===== src/rtl/mc_pkg.sv =====
// Shared encodings for the multi-cycle MIPS controller: states, opcodes, functs and mux selects.
// MC_CTRL_MDU_EN enables decoding of the multiply/divide group and HI/LO reads.
package mc_pkg;

    typedef enum logic [2:0] {
        FETCH  = 3'd0,
        DECODE = 3'd1,
        EXEC   = 3'd2,
        MEM    = 3'd3,
        WB     = 3'd4,
        MDUW   = 3'd5
    } mcState_t;

    localparam logic [5:0] OP_RTYPE = 6'h00;
    localparam logic [5:0] OP_J     = 6'h02;
    localparam logic [5:0] OP_JAL   = 6'h03;
    localparam logic [5:0] OP_BEQ   = 6'h04;
    localparam logic [5:0] OP_ORI   = 6'h0D;
    localparam logic [5:0] OP_LUI   = 6'h0F;
    localparam logic [5:0] OP_LW    = 6'h23;
    localparam logic [5:0] OP_SW    = 6'h2B;

    localparam logic [5:0] FN_JR    = 6'h08;
    localparam logic [5:0] FN_MFHI  = 6'h10;
    localparam logic [5:0] FN_MFLO  = 6'h12;
    localparam logic [5:0] FN_MULT  = 6'h18;
    localparam logic [5:0] FN_MULTU = 6'h19;
    localparam logic [5:0] FN_DIV   = 6'h1A;
    localparam logic [5:0] FN_DIVU  = 6'h1B;
    localparam logic [5:0] FN_ADDU  = 6'h21;
    localparam logic [5:0] FN_SUBU  = 6'h23;

    localparam logic [3:0] ALU_ADD = 4'd0;
    localparam logic [3:0] ALU_SUB = 4'd1;
    localparam logic [3:0] ALU_OR  = 4'd2;
    localparam logic [3:0] ALU_LUI = 4'd3;

    localparam logic [1:0] NPC_SEQ  = 2'b00;
    localparam logic [1:0] NPC_BR   = 2'b01;
    localparam logic [1:0] NPC_JMP  = 2'b10;
    localparam logic [1:0] NPC_JR   = 2'b11;

    localparam logic [1:0] WD_ALU  = 2'b00;
    localparam logic [1:0] WD_DM   = 2'b01;
    localparam logic [1:0] WD_PC   = 2'b10;
    localparam logic [1:0] WD_HILO = 2'b11;

    localparam logic [1:0] REG_RD = 2'b00;
    localparam logic [1:0] REG_RT = 2'b01;
    localparam logic [1:0] REG_RA = 2'b10;

`ifdef MC_CTRL_MDU_EN
    localparam logic MDU_BUILT = 1'b1;
`else
    localparam logic MDU_BUILT = 1'b0;
`endif

    // Exactly one flag is set for any instruction word.
    typedef struct packed {
        logic nop;
        logic jump;
        logic jal;
        logic jr;
        logic addu;
        logic subu;
        logic ori;
        logic lui;
        logic lw;
        logic sw;
        logic beq;
        logic mfhi;
        logic mflo;
        logic mdu;
        logic illegal;
    } instrClass_t;

endpackage


===== src/rtl/mc_ctrl_if.sv =====
// Controller <-> datapath bundle: IR/status into the controller, enables and mux selects out.
interface mc_ctrl_if #(
    parameter int CNT_W = 32
);
    logic [31:0]      instr;
    logic             zero;
    logic             mem_ready;
    logic             pc_we;
    logic             ir_we;
    logic             grf_we;
    logic             dm_we;
    logic             mem_req;
    logic [1:0]       reg_dst;
    logic [1:0]       wd_sel;
    logic             alu_src;
    logic [3:0]       alu_op;
    logic             ext_sign;
    logic [1:0]       npc_sel;
    logic             mdu_start;
    logic             hilo_sel;
    logic             illegal;
    logic [2:0]       state;
    logic [CNT_W-1:0] retired;

    modport master (
        input  instr, zero, mem_ready,
        output pc_we, ir_we, grf_we, dm_we, mem_req, reg_dst, wd_sel, alu_src,
               alu_op, ext_sign, npc_sel, mdu_start, hilo_sel, illegal, state, retired
    );

    modport slave (
        output instr, zero, mem_ready,
        input  pc_we, ir_we, grf_we, dm_we, mem_req, reg_dst, wd_sel, alu_src,
               alu_op, ext_sign, npc_sel, mdu_start, hilo_sel, illegal, state, retired
    );
endinterface


===== src/rtl/mc_decode.sv =====
// Combinational instruction classifier: IR word -> one-hot class flags.
// With MC_CTRL_MDU_EN undefined the MDU group and mfhi/mflo classify as illegal.
module mc_decode
    import mc_pkg::*;
(
    input  logic [31:0] instr,
    output instrClass_t cls
);
    logic [5:0] opcode;
    logic [5:0] funct;

    assign opcode = instr[31:26];
    assign funct  = instr[5:0];

    always_comb begin
        cls = '0;
        if (instr == 32'd0) begin
            cls.nop = 1'b1;
        end else begin
            case (opcode)
                OP_RTYPE: begin
                    case (funct)
                        FN_ADDU: cls.addu = 1'b1;
                        FN_SUBU: cls.subu = 1'b1;
                        FN_JR:   cls.jr   = 1'b1;
                        // HI/LO reads and MDU launches only exist when the MDU is built in
                        FN_MFHI: begin
                            cls.mfhi    = MDU_BUILT;
                            cls.illegal = !MDU_BUILT;
                        end
                        FN_MFLO: begin
                            cls.mflo    = MDU_BUILT;
                            cls.illegal = !MDU_BUILT;
                        end
                        FN_MULT, FN_MULTU, FN_DIV, FN_DIVU: begin
                            cls.mdu     = MDU_BUILT;
                            cls.illegal = !MDU_BUILT;
                        end
                        default: cls.illegal = 1'b1;
                    endcase
                end
                OP_J:    cls.jump = 1'b1;
                OP_JAL:  cls.jal  = 1'b1;
                OP_BEQ:  cls.beq  = 1'b1;
                OP_ORI:  cls.ori  = 1'b1;
                OP_LUI:  cls.lui  = 1'b1;
                OP_LW:   cls.lw   = 1'b1;
                OP_SW:   cls.sw   = 1'b1;
                default: cls.illegal = 1'b1;
            endcase
        end
    end
endmodule


===== src/rtl/mc_ctrl.sv =====
// Multi-cycle MIPS controller: FETCH/DECODE/EXEC/MEM/WB sequencing, MDU wait, retired counter.
// MC_CTRL_MDU_EN builds the MDUW state, its latency counter, mdu_start and hilo_sel.
module mc_ctrl
    import mc_pkg::*;
#(
    parameter int CNT_W   = 32,
    parameter int MDU_LAT = 5
) (
    input  logic      clk,
    input  logic      reset,
    mc_ctrl_if.master bus
);
    instrClass_t      cls;
    mcState_t         stateReg;
    mcState_t         stateNext;
    logic [CNT_W-1:0] retiredReg;
    logic             pcWe;
    logic             irWe;
    logic             grfWe;
    logic             dmWe;
    logic             memReq;
    logic             illegalPulse;

    mc_decode uDecode (
        .instr (bus.instr),
        .cls   (cls)
    );

`ifdef MC_CTRL_MDU_EN
    localparam logic [7:0] MDU_LOAD = 8'(MDU_LAT - 1);
    localparam mcState_t   MDU_NEXT = MDUW;
    logic [7:0] mduCntReg;

    // Loaded while leaving EXEC so the first MDUW cycle already reads MDU_LAT-1
    always_ff @(posedge clk or posedge reset) begin
        if (reset) begin
            mduCntReg <= 8'd0;
        end else if (stateReg == EXEC && cls.mdu) begin
            mduCntReg <= MDU_LOAD;
        end else if (stateReg == MDUW && mduCntReg != 8'd0) begin
            mduCntReg <= mduCntReg - 8'd1;
        end
    end
`else
    localparam mcState_t   MDU_NEXT = FETCH;
`endif

    always_ff @(posedge clk or posedge reset) begin
        if (reset) begin
            stateReg <= FETCH;
        end else begin
            stateReg <= stateNext;
        end
    end

    always_ff @(posedge clk or posedge reset) begin
        if (reset) begin
            retiredReg <= '0;
        end else if (stateReg != FETCH && stateNext == FETCH) begin
            retiredReg <= retiredReg + 1'b1;
        end
    end

    always_comb begin
        stateNext    = stateReg;
        pcWe         = 1'b0;
        irWe         = 1'b0;
        grfWe        = 1'b0;
        dmWe         = 1'b0;
        memReq       = 1'b0;
        illegalPulse = 1'b0;
        case (stateReg)
            FETCH: begin
                irWe      = 1'b1;
                pcWe      = 1'b1;
                stateNext = DECODE;
            end
            DECODE: begin
                stateNext    = EXEC;
                pcWe         = cls.jump | cls.jal | cls.jr;
                grfWe        = cls.jal;
                illegalPulse = cls.illegal;
                if (cls.nop | cls.jump | cls.jal | cls.jr | cls.illegal) begin
                    stateNext = FETCH;
                end
            end
            EXEC: begin
                stateNext = FETCH;
                if (cls.lw | cls.sw) begin
                    stateNext = MEM;
                end else if (cls.beq) begin
                    pcWe = bus.zero;
                end else if (cls.mdu) begin
                    stateNext = MDU_NEXT;
                end else if (cls.addu | cls.subu | cls.ori | cls.lui | cls.mfhi | cls.mflo) begin
                    stateNext = WB;
                end
            end
            MEM: begin
                memReq = 1'b1;
                dmWe   = cls.sw;
                if (bus.mem_ready) begin
                    stateNext = cls.lw ? WB : FETCH;
                end
            end
            WB: begin
                grfWe     = 1'b1;
                stateNext = FETCH;
            end
`ifdef MC_CTRL_MDU_EN
            MDUW: begin
                if (mduCntReg == 8'd0) begin
                    stateNext = FETCH;
                end
            end
`endif
            default: stateNext = FETCH;
        endcase
    end

    // Strobes are masked by reset directly so they fall the instant reset rises
    assign bus.pc_we    = pcWe & ~reset;
    assign bus.ir_we    = irWe & ~reset;
    assign bus.grf_we   = grfWe & ~reset;
    assign bus.dm_we    = dmWe & ~reset;
    assign bus.mem_req  = memReq & ~reset;
    assign bus.illegal  = illegalPulse & ~reset;
    assign bus.state    = stateReg;
    assign bus.retired  = retiredReg;

`ifdef MC_CTRL_MDU_EN
    assign bus.mdu_start = (stateReg == EXEC) & cls.mdu & ~reset;
    assign bus.hilo_sel  = cls.mfhi;
`else
    assign bus.mdu_start = 1'b0;
    assign bus.hilo_sel  = 1'b0;
`endif

    assign bus.reg_dst  = cls.jal ? REG_RA : ((cls.ori | cls.lui | cls.lw) ? REG_RT : REG_RD);
    assign bus.wd_sel   = cls.jal ? WD_PC : (cls.lw ? WD_DM : ((cls.mfhi | cls.mflo) ? WD_HILO : WD_ALU));
    assign bus.alu_src  = cls.ori | cls.lui | cls.lw | cls.sw;
    assign bus.alu_op   = (cls.subu | cls.beq) ? ALU_SUB :
                          (cls.ori ? ALU_OR : (cls.lui ? ALU_LUI : ALU_ADD));
    assign bus.ext_sign = cls.lw | cls.sw | cls.beq;
    assign bus.npc_sel  = (stateReg == FETCH) ? NPC_SEQ :
                          ((cls.jump | cls.jal) ? NPC_JMP :
                          (cls.jr ? NPC_JR : (cls.beq ? NPC_BR : NPC_SEQ)));
endmodule


===== src/flat_wrapper.sv =====
// flat-port wrapper written by rule: the top's interface ports become plain ports
module mc_ctrl_flat import mc_pkg::*;
#(
    parameter int CNT_W   = 32,
    parameter int MDU_LAT = 5
)
  (clk, reset, bus_instr, bus_zero, bus_mem_ready, bus_pc_we, bus_ir_we, bus_grf_we, bus_dm_we, bus_mem_req, bus_reg_dst, bus_wd_sel, bus_alu_src, bus_alu_op, bus_ext_sign, bus_npc_sel, bus_mdu_start, bus_hilo_sel, bus_illegal, bus_state, bus_retired);
  mc_ctrl_if #(.CNT_W(CNT_W)) bus_i ();
  input  logic clk;
  input  logic reset;
  input wire logic [$bits(bus_i.instr)-1:0] bus_instr;
  input wire logic [$bits(bus_i.zero)-1:0] bus_zero;
  input wire logic [$bits(bus_i.mem_ready)-1:0] bus_mem_ready;
  output wire logic [$bits(bus_i.pc_we)-1:0] bus_pc_we;
  output wire logic [$bits(bus_i.ir_we)-1:0] bus_ir_we;
  output wire logic [$bits(bus_i.grf_we)-1:0] bus_grf_we;
  output wire logic [$bits(bus_i.dm_we)-1:0] bus_dm_we;
  output wire logic [$bits(bus_i.mem_req)-1:0] bus_mem_req;
  output wire logic [$bits(bus_i.reg_dst)-1:0] bus_reg_dst;
  output wire logic [$bits(bus_i.wd_sel)-1:0] bus_wd_sel;
  output wire logic [$bits(bus_i.alu_src)-1:0] bus_alu_src;
  output wire logic [$bits(bus_i.alu_op)-1:0] bus_alu_op;
  output wire logic [$bits(bus_i.ext_sign)-1:0] bus_ext_sign;
  output wire logic [$bits(bus_i.npc_sel)-1:0] bus_npc_sel;
  output wire logic [$bits(bus_i.mdu_start)-1:0] bus_mdu_start;
  output wire logic [$bits(bus_i.hilo_sel)-1:0] bus_hilo_sel;
  output wire logic [$bits(bus_i.illegal)-1:0] bus_illegal;
  output wire logic [$bits(bus_i.state)-1:0] bus_state;
  output wire logic [$bits(bus_i.retired)-1:0] bus_retired;
  assign bus_i.instr = bus_instr;
  assign bus_i.zero = bus_zero;
  assign bus_i.mem_ready = bus_mem_ready;
  assign bus_pc_we = bus_i.pc_we;
  assign bus_ir_we = bus_i.ir_we;
  assign bus_grf_we = bus_i.grf_we;
  assign bus_dm_we = bus_i.dm_we;
  assign bus_mem_req = bus_i.mem_req;
  assign bus_reg_dst = bus_i.reg_dst;
  assign bus_wd_sel = bus_i.wd_sel;
  assign bus_alu_src = bus_i.alu_src;
  assign bus_alu_op = bus_i.alu_op;
  assign bus_ext_sign = bus_i.ext_sign;
  assign bus_npc_sel = bus_i.npc_sel;
  assign bus_mdu_start = bus_i.mdu_start;
  assign bus_hilo_sel = bus_i.hilo_sel;
  assign bus_illegal = bus_i.illegal;
  assign bus_state = bus_i.state;
  assign bus_retired = bus_i.retired;
  mc_ctrl #(.CNT_W(CNT_W), .MDU_LAT(MDU_LAT)) u_core (.clk(clk), .reset(reset), .bus(bus_i));
endmodule

===== config.mk =====
export PLATFORM = sky130hd
export DESIGN_NAME = mc_ctrl_flat
export DESIGN_NICKNAME = d
export VERILOG_FILES = /design/src/rtl/mc_pkg.sv /design/src/rtl/mc_ctrl_if.sv /design/src/rtl/mc_decode.sv /design/src/rtl/mc_ctrl.sv /design/src/flat_wrapper.sv
export SDC_FILE = /design/constraint.sdc
export NUM_CORES = 1
export LEC_CHECK = 0
export BUFFER_PORTS_ARGS = -buffer_cell sky130_fd_sc_hd__buf_2
export CAP_MARGIN = 25
export CORE_MARGIN = 5
export CORE_UTILIZATION = 35
export CTS_CLUSTER_DIAMETER = 120
export CTS_CLUSTER_SIZE = 14
export DETAILED_ROUTE_END_ITERATION = 8
export SETUP_SLACK_MARGIN = 0.1
export SYNTH_ARGS = -nofsm -noshare
export SYNTH_HDL_FRONTEND = slang
export SYNTH_SLANG_ARGS = --single-unit

===== constraint.sdc =====
create_clock -name clk -period 4.78 [get_ports clk]
set_input_delay 0.478 -clock clk [delete_from_list [all_inputs] [get_ports clk]]
set_output_delay 0.478 -clock clk [all_outputs]
set_load 0.02 [all_outputs]

### Word level (Yosys, flattened, before mapping)

Index checks and enable logic that the tools add are counted.

| word-level totals | value |
|---|---|
| word-level logic and storage cells | 93 |
| bits in registers | 35 |
| bits of input ports | 36 |
| ROM bits | 0 |
| RAM bits | 0 |
| memories kept | 0 |
| latch bits | 0 |

| cells by class | value |
|---|---|
| $lt $le $gt $ge | 0 |
| reductions and logical operators | 8 |
| $add $sub $neg | 1 |
| equality and inequality tests | 14 |
| divide/modulo/power cells | 0 |
| bitwise operators | 25 |
| multiplexer cells | 43 |
| $mul | 0 |
| shifts and indexed selects | 0 |

Operators by type and width:

| operator | number |
|---|---|
| $add 32x1->32 const B | 1 |
| $logic_not 32->1 | 1 |
| $eq 6x6->1 const B | 4 |
| $mux 3 | 7 |
| $mux 1 | 20 |
| $eq 6x4->1 const B | 3 |
| $mux 2 | 9 |
| $or 1x1->1 | 18 |
| $mux 14 | 1 |
| $eq 6x2->1 const B | 2 |
| $pmux 3 s4 | 1 |
| $mux 4 | 2 |
| $reduce_or 7->1 | 1 |
| $and 1x1->1 | 6 |
| $eq 3x2->1 const B | 2 |
| $eq 6x3->1 const B | 1 |
| $logic_not 3->1 | 2 |
| $logic_not 6->1 | 1 |
| $pmux 1 s2 | 2 |
| $eq 3x1->1 const B | 1 |
| $eq 3x3->1 const B | 1 |
| $pmux 1 s3 | 1 |
| $reduce_bool 3->1 | 1 |
| $reduce_or 3->1 | 1 |
| other kinds (2) | 2 |

### Logic depth before layout (Yosys ltp)

Gate-level depths: netlist of the first run.

| depth | value |
|---|---|
| depth after elaboration | 17 |
| depth in mapped cells | 8 |
| gate-level depth less buffers | 6 |

### By module

Synthesis of the first run repeated with hierarchy kept, for this count alone.

| unflattened totals | value |
|---|---|
| cell total of the unflattened synthesis | 246 |
| area total of the unflattened synthesis | 2,222.1 µm² |

Modules (own cells, without submodules):

| module | area each (µm²) | seq. area each (µm²) | times used | cells each |
|---|---|---|---|---|
| mc_ctrl | 1,943.1 | 875.8 | 1 | 203 |
| mc_decode | 279.0 | 0.0 | 1 | 43 |

### Least setup slack after synthesis of the first run

No wires, ideal clock.

| path | value |
|---|---|
| path kind | input to output |
| start | input bus_instr[29] |
| end | output bus_illegal |
| stages | 6 |
| slack | 2.189 ns |
| arrival | 2.113 ns |
| required time | 4.302 ns |
| path through | buf_2 nand3b_1 a21oi_1 nor3_1 nand2_1 nor4b_1 |

| between the ends | value |
|---|---|
| cells in the longest elaborated chain, start to end | 6 |
| elaborated cells between the ends (all ways) | 14 |

RTL lines:

| what | line | source |
|---|---|---|
| start, declared | flat_wrapper.sv:11 | `input wire logic [$bits(bus_i.instr)-1:0] bus_instr;` |
| $eq 6x6->1, or another cell as far along | mc_decode.sv:20 | `case (opcode)` |
| $reduce_or 7->1 (no source line) | - |  |
| $pmux 1 s2 | mc_decode.sv:20 |  |
| $mux 14 (*) | mc_decode.sv:17 | `if (instr == 32'd0) begin` |
| $mux 1 (*) | mc_ctrl.sv:72 | `case (stateReg)` |
| $and 1x1->1 (*) | mc_ctrl.sv:127 | `assign bus.illegal = illegalPulse & ~reset;` |
| end, declared | flat_wrapper.sv:27 | `output wire logic [$bits(bus_i.illegal)-1:0] bus_illegal;` |

Every way passes the cells marked *; elsewhere a longest branch is shown, timed or not.

### Final worst setup path of the first run

| path | value |
|---|---|
| start | input bus_instr[29] |
| end | register u_core.retiredReg[21], in the netlist u_core.bus.retired[21] |

| between the ends | value |
|---|---|
| cells in the longest elaborated chain, start to end | 15 |
| elaborated cells between the ends (all ways) | 41 |

RTL lines:

| what | line | source |
|---|---|---|
| $logic_not 6->1 | mc_decode.sv:20 |  |
| $mux 3 | mc_decode.sv:20 |  |
| $mux 14 | mc_decode.sv:17 |  |
| $or 1x1->1 (5 in a row) | mc_ctrl.sv:95 | `end else if (cls.addu \| cls.subu \| cls.ori \| cls.lui \| cls.mfhi \| cls.mflo) begin` |
| $mux 3 | mc_ctrl.sv:95 |  |
| $mux 3 | mc_ctrl.sv:93 | `end else if (cls.mdu) begin` |
| $mux 3 | mc_ctrl.sv:91 | `end else if (cls.beq) begin` |
| $mux 3 | mc_ctrl.sv:89 | `if (cls.lw \| cls.sw) begin` |
| $pmux 3 s4 (*) | mc_ctrl.sv:72 |  |
| $logic_not 3->1 (*) | mc_ctrl.sv:59 | `end else if (stateReg != FETCH && stateNext == FETCH) begin` |
| $logic_and 1x1->1 (*) | mc_ctrl.sv:59 |  |
| end signal, assigned | mc_ctrl.sv:60 | `retiredReg <= retiredReg + 1'b1;` |
| end, declared | mc_ctrl.sv:16 | `logic [CNT_W-1:0] retiredReg;` |

Marked as above.
A chain may end at the register's enable or synchronous reset.

==> impl_metrics.xml, run 1 <==
<?xml version="1.0" encoding="UTF-8"?>
<metrics>
  <group name="routing">
    <metric name="drt_first_pass_iters" unit="">4</metric>
    <metric name="route.detailed.drc" unit="">0</metric>
    <metric name="detail_route.vias_per_cell" unit="">5.052</metric>
    <metric name="drt-wirelength-per-cell" unit="um">14.29</metric>
    <metric name="routedLengthMet1" unit="mm">2.405</metric>
    <metric name="ant_nets" unit="">0</metric>
    <metric name="top_signal_layer_used" unit="">met4</metric>
    <metric name="met3WireLength" unit="um">371</metric>
    <metric name="total_via_count_in_the_routed_design" unit="">1945</metric>
    <metric name="wirelength_routed" unit="mm">5.502</metric>
    <metric name="dr_wl_met2" unit="mm">2.623</metric>
    <metric name="drt_iter0_drc" unit="">104</metric>
  </group>
  <group name="global_route">
    <metric name="grt_first_pass_wirelength" unit="mm">8.866</metric>
    <metric name="via_count_of_the_first_global_routing_pass" unit="">1894</metric>
    <metric name="antenna_violations_before_repair" unit="">0</metric>
    <metric name="grt_util_all_layers" unit="%">14.58</metric>
    <metric name="globalRoute.totalOverflow" unit="">0</metric>
    <metric name="grt_start_max_net_pins" unit="">37</metric>
  </group>
  <group name="clock_tree">
    <metric name="clkLatencyLatePin" unit="ns">0.29</metric>
    <metric name="clockRootBuffer" unit="">sky130_fd_sc_hd__clkbuf_8</metric>
    <metric name="clk_transition_reported_paths" unit="ns">0.07</metric>
    <metric name="cts_hold_repair.buffers" unit="">0</metric>
    <metric name="cts_made_buffers" unit="">5</metric>
    <metric name="cts_sinks" unit="">35</metric>
    <metric name="deepest_clock_path_buffer_count" unit="">2</metric>
    <metric name="cts_tree" unit="">yes</metric>
    <metric name="cts_repair_resize_count" unit="">0</metric>
    <metric name="post-cts-setup-buffer-count" unit="">0</metric>
    <metric name="ctsHtreeMaxLevel" unit="">2</metric>
  </group>
  <group name="synthesis">
    <metric name="synth_area" unit="um^2">2116</metric>
    <metric name="synth-main-ff-cell" unit="">sky130_fd_sc_hd__dfrtp_1</metric>
    <metric name="synth_top_cell_by_area" unit="">sky130_fd_sc_hd__dfrtp_1</metric>
    <metric name="avgSynthCellArea" unit="um^2">9.321</metric>
    <metric name="synth-simple-area-share" unit="%">34.48</metric>
    <metric name="count_of_flip_flops_with_a_built_in_enable_after_synthesis" unit="">0</metric>
    <metric name="post_synth_main_area_contributors" unit="">sky130_fd_sc_hd__dfrtp_1, sky130_fd_sc_hd__xor2_1, sky130_fd_sc_hd__nor3_1</metric>
    <metric name="postSynth.asyncResetShare" unit="%">100.0</metric>
    <metric name="ys_warn_count" unit="">0</metric>
    <metric name="dominant_combinational_cell_family_by_area_after_synthesis" unit="">simple AND/OR/NAND/NOR gates</metric>
    <metric name="synth.yosys.seq_area_share" unit="%">41.40</metric>
    <metric name="flops_latches_synth" unit="">35</metric>
    <metric name="synth.distinct_cells" unit="">42</metric>
    <metric name="synth_xor_area_share" unit="%">12.83</metric>
    <metric name="synth_top_cell_area_share" unit="%">41.40</metric>
    <metric name="synth-adder-area-share" unit="%">0.5914</metric>
    <metric name="synth_compound_gate_area_share" unit="%">4.672</metric>
    <metric name="multiplexer_fraction_of_the_synthesized_cell_area" unit="%">0.5322</metric>
    <metric name="synthesis.instances" unit="">227</metric>
  </group>
  <group name="outcome">
    <metric name="status" unit="">finished clean</metric>
  </group>
  <group name="pwr">
    <metric name="cellLeakagePower" unit="nW">1.339</metric>
    <metric name="power_density_cells" unit="nW/um^2">368.9</metric>
    <metric name="worst_ir_drop_vdd" unit="uV">284.1</metric>
    <metric name="total_power" unit="W">0.0009859</metric>
  </group>
  <group name="worst_setup_path">
    <metric name="crit_chain" unit="">buf_2, or4_4, nor4_4, nor3_1, nor4b_4, buf_4, nor4_1, xnor2_1</metric>
    <metric name="critical_path.max_fanout" unit="">17</metric>
    <metric name="timing.critical_path.to_type" unit="">register</metric>
    <metric name="bufs_and_invs_on_worst_path" unit="">2</metric>
    <metric name="critical_path_class" unit="">input pin to register</metric>
    <metric name="worst-endpoint-required" unit="ns">4.94</metric>
    <metric name="critPathTopFamily" unit="">simple AND/OR/NAND/NOR gates</metric>
    <metric name="critPathSlowestCell" unit="">sky130_fd_sc_hd__nor4b_4</metric>
    <metric name="max_stage_delay" unit="ns">0.76</metric>
    <metric name="timing.critical_path.from_type" unit="">input pin</metric>
    <metric name="critical_path_data_arrival_time" unit="ns">3.04</metric>
  </group>
  <group name="sta">
    <metric name="max_freq" unit="MHz">347.1</metric>
    <metric name="grt_setup_unrepaired" unit="">false</metric>
    <metric name="timing.final.setup_violations" unit="">0</metric>
    <metric name="totalNegativeSetupSlack" unit="ns">0</metric>
    <metric name="relSlewSlack" unit="%">45.44</metric>
    <metric name="hold_viol" unit="">0</metric>
    <metric name="share_of_the_clock_period_used_by_the_worst_path_after_layout" unit="%">60.27</metric>
    <metric name="clock_skew" unit="ns">0.006698</metric>
    <metric name="max_slew_violations" unit="">0</metric>
    <metric name="post-route-min-period" unit="ns">2.881</metric>
    <metric name="tightest_slew" unit="ns">0.8149</metric>
  </group>
  <group name="job">
    <metric name="drv_cap" unit="">0</metric>
  </group>
  <group name="floorplanning">
    <metric name="die_y_extent" unit="um">87.75</metric>
    <metric name="io_pins" unit="">91</metric>
    <metric name="floorplan.die_area" unit="um^2">7700</metric>
    <metric name="floorplan.initialDensity" unit="%">35.95</metric>
    <metric name="fp-row-count" unit="">28</metric>
    <metric name="floorplan.die.width" unit="um">87.75</metric>
    <metric name="design.core.area" unit="um^2">5886</metric>
  </group>
  <group name="layout">
    <metric name="final_common_cell" unit="">sky130_fd_sc_hd__buf_2</metric>
    <metric name="final_cell_mix" unit="">sky130_fd_sc_hd__buf_2, sky130_fd_sc_hd__dfrtp_1, sky130_fd_sc_hd__xor2_1</metric>
    <metric name="final_nets" unit="">346</metric>
    <metric name="layout.area.seq" unit="um^2">875.8</metric>
    <metric name="nFillCells" unit="">627</metric>
    <metric name="area_growth" unit="%">26.32</metric>
    <metric name="multi_input_combinational_cell_area" unit="um^2">1139</metric>
    <metric name="antennaDiodeCount" unit="">0</metric>
    <metric name="drive_above_1_share" unit="%">33.55</metric>
  </group>
  <group name="min_path">
    <metric name="worst_hold_path_type" unit="">input pin to async pin</metric>
  </group>
  <group name="placed_design">
    <metric name="place.port_buffers" unit="">86</metric>
    <metric name="finalWeightedCongestion" unit="">0.7424</metric>
    <metric name="detailedPlacementHpwl" unit="mm">4.145</metric>
  </group>
</metrics>
==> stage by stage <==
step / utilization, % / instance area, um^2 / setup slack [ns] / std cells / hold slack (ns)
2_1_floorplan: - / 2127 / 2.189 / 230 / 0.5777
3_3_place_gp: 43.71 / 2572 / 1.631 / 377 / 0.4708
3_5_place_dp: 43.71 / 2572 / 1.569 / 377 / 0.4725
4_1_cts: 45.41 / 2673 / 1.882 / 385 / 0.3378
5_1_grt: 45.41 / 2673 / 1.735 / 385 / 0.3657
6_report: 45.41 / 2673 / 1.899 / 385 / 0.3301
==> where the power goes <==
| part | switching, W | internal, W |
|---|---|---|
| registers | 0.0000692 | 0.000344 |
| clock network | 0.000103 | 0.000131 |
| logic | 0.000218 | 0.000121 |
==> synthesized netlist by cell type, types with 4 or more instances <==
master                     number
sky130_fd_sc_hd__buf_4          6
sky130_fd_sc_hd__nor3_1        21
sky130_fd_sc_hd__nor4_1        13
sky130_fd_sc_hd__and3_1         8
sky130_fd_sc_hd__dfrtp_1       35
sky130_fd_sc_hd__o21ai_0        4
sky130_fd_sc_hd__nor3b_1        7
sky130_fd_sc_hd__a21oi_1        5
sky130_fd_sc_hd__nor2_1        12
sky130_fd_sc_hd__inv_1          5
sky130_fd_sc_hd__nand4_1        5
sky130_fd_sc_hd__nand2b_1       4
sky130_fd_sc_hd__nand2_1       16
sky130_fd_sc_hd__clkbuf_1       5
sky130_fd_sc_hd__nand3_1       11
sky130_fd_sc_hd__xor2_1        30
sky130_fd_sc_hd__and2_1         4
==> layout make-up <==
class | count | share of cell area (%)
clock buffers | 8 | 3.745
inverters | 5 | 0.7022
multi-input cells | 174 | 42.60
flip-flops and latches | 35 | 32.77
well taps | 75 | 3.511
repair buffers | 88 | 16.67
==> metal layers <==
layer  global-route usage [%]  vias to the layer above
met5                        0                        -
met4                    5.718                        0
met3                    4.139                        7
met2                    23.08                       57
met1                    18.84                      909
li1                         -                      972
==> registers in the layout, indices dropped and copies added, names as in the netlist <==
signal,count
u_core.bus.state,3
u_core.bus.retired,32
==> path summary, 6_finish.rpt <==
kind | slack, ns | from | cells past startpoint | to
min in group clk | 0.47 | bus_mem_ready | 3 | u_core.bus.state[2]
max in group asynchronous | 4.12 | reset | 3 | u_core.bus.retired[16]
worst max register to register | 2.11 | u_core.bus.state[0] | 6 | u_core.bus.retired[21]
worst min-delay path | 0.33 | reset | 3 | u_core.bus.retired[28]
worst max-delay path | 1.90 | bus_instr[29] | 8 | u_core.bus.retired[21]
worst min register to register | 0.48 | u_core.bus.retired[31] | 1 | u_core.bus.retired[31]
==> worst register-to-register path, cell delays in order (launching register included) <==
cell	delay, ns
sky130_fd_sc_hd__dfrtp_1	0.58
sky130_fd_sc_hd__inv_1	0.15
sky130_fd_sc_hd__or3_1	0.43
sky130_fd_sc_hd__nor4b_4	0.75
sky130_fd_sc_hd__buf_4	0.36
sky130_fd_sc_hd__nor4_1	0.10
sky130_fd_sc_hd__xnor2_1	0.16
==> cells by family (layout without fill, tap and decap cells) <==
family          after synthesis  after routing
simple gates                121            121
flops                        35             35
xor+xnor                     31             31
buf+inv                      21            101
compound gates               16             16
fa+ha+maj                     1              1
other cells                   1              4
mux                           1              1
Power figures use the tool's default switching activity.
==> run 2, diff against run 1 <==
ABC_AREA = 1   (was unset)
clock period = 2.4 ns   (was 4.78 ns; I/O delays follow)
==> impl_metrics.xml, run 2 <==
<?xml version="1.0" encoding="UTF-8"?>
<metrics>
  <group name="worst_setup_path">
    <metric name="timing.critical_path.from_type" unit="">register</metric>
    <metric name="worstReg2RegStart" unit="">u_core.bus.retired[0]</metric>
    <metric name="critical_path_class" unit="">register to output pin</metric>
    <metric name="worst-endpoint-required" unit="ns">2.16</metric>
    <metric name="critical_path.most_common_cell" unit="">sky130_fd_sc_hd__inv_1</metric>
    <metric name="regToRegSetupSlack" unit="ns">0.64</metric>
    <metric name="bufs_and_invs_on_worst_path" unit="">4</metric>
    <metric name="worst_r2r_endpoint" unit="">u_core.bus.retired[18]</metric>
    <metric name="critical_path_data_arrival_time" unit="ns">1.58</metric>
    <metric name="critical_path.max_fanout" unit="">4</metric>
    <metric name="max_stage_delay" unit="ns">0.42</metric>
    <metric name="critPathTopFamily" unit="">buffers and inverters</metric>
    <metric name="rr_worst_depth" unit="">7</metric>
    <metric name="timing.critical_path.to_type" unit="">output pin</metric>
    <metric name="crit_chain" unit="">inv_1, nand3_1, inv_1, nand3_1, o21ai_0, nand2_1, inv_1, buf_2</metric>
    <metric name="critPathSlowestCell" unit="">sky130_fd_sc_hd__dfrtp_1</metric>
  </group>
  <group name="layout">
    <metric name="final_nets" unit="">587</metric>
    <metric name="layout.area.seq" unit="um^2">875.8</metric>
    <metric name="multi_input_combinational_cell_area" unit="um^2">1734</metric>
    <metric name="antennaDiodeCount" unit="">0</metric>
    <metric name="nFillCells" unit="">879</metric>
    <metric name="largest_register_ff_count" unit="">32</metric>
    <metric name="drive_above_1_share" unit="%">19.96</metric>
    <metric name="area_growth" unit="%">20.85</metric>
    <metric name="final_cell_mix" unit="">sky130_fd_sc_hd__nand2_1, sky130_fd_sc_hd__buf_2, sky130_fd_sc_hd__nor2_1</metric>
    <metric name="final_common_cell" unit="">sky130_fd_sc_hd__nand2_1</metric>
  </group>
  <group name="pwr">
    <metric name="p_sw_share" unit="%">42.88</metric>
    <metric name="seqPwrFrac" unit="%">36.8</metric>
    <metric name="power.clock.fraction" unit="%">25.5</metric>
    <metric name="cellLeakagePower" unit="nW">1.952</metric>
    <metric name="worst_ir_drop_vdd" unit="uV">244.3</metric>
    <metric name="power_frac_comb" unit="%">37.7</metric>
    <metric name="total_switching_power" unit="W">0.0008398</metric>
    <metric name="power_report.internal_total" unit="W">0.001119</metric>
    <metric name="power_density_cells" unit="nW/um^2">564.9</metric>
  </group>
  <group name="job">
    <metric name="drv_cap" unit="">0</metric>
  </group>
  <group name="global_route">
    <metric name="globalRoute.totalOverflow" unit="">0</metric>
    <metric name="grt_start_max_net_pins" unit="">36</metric>
    <metric name="antenna_violations_before_repair" unit="">0</metric>
    <metric name="via_count_of_the_first_global_routing_pass" unit="">2988</metric>
    <metric name="grt_util_all_layers" unit="%">17.13</metric>
    <metric name="grt_first_pass_wirelength" unit="mm">14.21</metric>
  </group>
  <group name="clock_tree">
    <metric name="post-cts-setup-buffer-count" unit="">0</metric>
    <metric name="cts_made_buffers" unit="">5</metric>
    <metric name="clkLatencyLatePin" unit="ns">0.30</metric>
    <metric name="cts_repair_resize_count" unit="">0</metric>
    <metric name="clk_transition_reported_paths" unit="ns">0.08</metric>
    <metric name="cts_hold_repair.buffers" unit="">0</metric>
    <metric name="deepest_clock_path_buffer_count" unit="">2</metric>
    <metric name="ctsHtreeMaxLevel" unit="">2</metric>
    <metric name="cts_sinks" unit="">35</metric>
    <metric name="clockRootBuffer" unit="">sky130_fd_sc_hd__clkbuf_8</metric>
    <metric name="cts_tree" unit="">yes</metric>
  </group>
  <group name="routing">
    <metric name="detail_route.vias_per_cell" unit="">4.832</metric>
    <metric name="route.detailed.drc" unit="">0</metric>
    <metric name="drt_first_pass_iters" unit="">5</metric>
    <metric name="total_via_count_in_the_routed_design" unit="">3170</metric>
    <metric name="drt_iter0_drc" unit="">154</metric>
    <metric name="wirelength_routed" unit="mm">8.498</metric>
    <metric name="drt-wirelength-per-cell" unit="um">12.95</metric>
    <metric name="ant_nets" unit="">0</metric>
  </group>
  <group name="floorplanning">
    <metric name="floorplan.initialDensity" unit="%">35.45</metric>
    <metric name="die_y_extent" unit="um">100.5</metric>
    <metric name="design.core.area" unit="um^2">8093</metric>
    <metric name="floorplan.die.width" unit="um">100.5</metric>
    <metric name="floorplan.die_area" unit="um^2">10110</metric>
    <metric name="io_pins" unit="">91</metric>
    <metric name="fp-row-count" unit="">33</metric>
  </group>
  <group name="sta">
    <metric name="hold_viol" unit="">0</metric>
    <metric name="grt_setup_unrepaired" unit="">false</metric>
    <metric name="post-route-min-period" unit="ns">1.815</metric>
    <metric name="max_slew_violations" unit="">0</metric>
    <metric name="hold_slack" unit="ns">0.1145</metric>
    <metric name="share_of_the_clock_period_used_by_the_worst_path_after_layout" unit="%">75.64</metric>
    <metric name="clock_skew" unit="ns">0.006884</metric>
    <metric name="timing.final.setup_violations" unit="">0</metric>
    <metric name="max_freq" unit="MHz">550.9</metric>
    <metric name="totalNegativeSetupSlack" unit="ns">0</metric>
  </group>
  <group name="placed_design">
    <metric name="finalWeightedCongestion" unit="">0.9274</metric>
    <metric name="place.port_buffers" unit="">86</metric>
    <metric name="detailedPlacementHpwl" unit="mm">6.403</metric>
  </group>
  <group name="synthesis">
    <metric name="avgSynthCellArea" unit="um^2">6.157</metric>
    <metric name="postSynth.asyncResetShare" unit="%">100.0</metric>
    <metric name="synth.yosys.seq_area_share" unit="%">30.53</metric>
    <metric name="post_synth_main_area_contributors" unit="">sky130_fd_sc_hd__dfrtp_1, sky130_fd_sc_hd__nand2_1, sky130_fd_sc_hd__nor2_1</metric>
    <metric name="synth_top_cell_area_share" unit="%">30.53</metric>
    <metric name="post-synth-top-count-cell" unit="">sky130_fd_sc_hd__nand2_1</metric>
    <metric name="synth.distinct_cells" unit="">26</metric>
    <metric name="synth_area" unit="um^2">2869</metric>
    <metric name="count_of_flip_flops_with_a_built_in_enable_after_synthesis" unit="">0</metric>
    <metric name="ys_warn_count" unit="">0</metric>
    <metric name="synth-main-ff-cell" unit="">sky130_fd_sc_hd__dfrtp_1</metric>
    <metric name="synth.top_cells.by_count" unit="">sky130_fd_sc_hd__nand2_1, sky130_fd_sc_hd__nor2_1, sky130_fd_sc_hd__inv_1, sky130_fd_sc_hd__nand4_1, sky130_fd_sc_hd__dfrtp_1</metric>
    <metric name="synth_top_cell_by_area" unit="">sky130_fd_sc_hd__dfrtp_1</metric>
    <metric name="flops_latches_synth" unit="">35</metric>
    <metric name="synthesis.instances" unit="">466</metric>
  </group>
  <group name="min_path">
    <metric name="worst_hold_path_type" unit="">input pin to async pin</metric>
  </group>
  <group name="outcome">
    <metric name="status" unit="">finished clean</metric>
  </group>
</metrics>
## run 2: tightest hold or removal path: stages
cell and delay (ns):
sky130_fd_sc_hd__buf_2 0.13, sky130_fd_sc_hd__inv_1 0.07, sky130_fd_sc_hd__buf_4 0.40
## run 2: cells by family (layout without fill, tap and decap cells)
family | after synthesis | after routing | share of synthesized area, %
xor gates and xnor gates | 15 | 15 | 4.579
adders and majority gates | 1 | 1 | 0.4360
DFF | 35 | 35 | 30.53
buffers and inverters | 58 | 140 | 9.420
AOI/OAI and AO/OA | 7 | 7 | 1.657
and+or+nand+nor | 349 | 349 | 53.25
other | 1 | 4 | 0.1307
## run 2: cell type report
cell class / instances / share of cell area [%]
well taps: 105 / 3.789
flip-flops and latches: 35 / 25.26
multi-input cells: 376 / 50.02
repair buffers: 91 / 13.50
clock inverters: 1 / 0.2165
inverters: 41 / 4.439
clock buffers: 7 / 2.779
## run 2: power groups by stage
stage	sequential (W)	combinational [W]	clock (W)
2_1_floorplan	0.000779	0.000523	0
3_3_place_gp	0.000732	0.000735	0
3_5_place_dp	0.000733	0.000746	0
4_1_cts	0.000722	0.000746	0.000514
5_1_grt	0.000732	0.000822	0.000533
6_report	0.000721	0.000739	0.000499
## run 2: metrics by stage
stage	area (um^2)	worst slack (ns)	power, W	utilization, %	instances
floorplan	2880	0.7601	0.001302	-	469
global placement	3363	0.6800	0.001466	41.56	648
detailed placement	3363	0.6515	0.001479	41.56	648
CTS	3467	0.5759	0.001982	42.84	656
global route	3467	0.4479	0.002087	42.84	656
finish	3467	0.5847	0.001959	42.84	656
## run 2: per-layer routing
layer  GRT usage (%)  vias up  share of wire (%)
met2           29.05      101                 47
met1           21.96     1429                 43
li1                -     1630                  -
met4           5.699        0                1.6
met3           3.045       10                8.2
met5               0        -                  0
## run 2: worst max-delay path by stage
stage,to,depth (start not counted),slack [ns],startpoint
5_1_grt,bus_pc_we,8,0.45,u_core.bus.state[2]
4_1_cts,bus_pc_we,8,0.58,u_core.bus.state[2]
2_1_floorplan,bus_dm_we,3,0.76,u_core.bus.state[2]
3_5_place_dp,u_core.bus.retired[18],7,0.65,u_core.bus.retired[0]
6_report,bus_pc_we,8,0.58,u_core.bus.state[2]
3_3_place_gp,u_core.bus.retired[18],8,0.68,u_core.bus.retired[0]
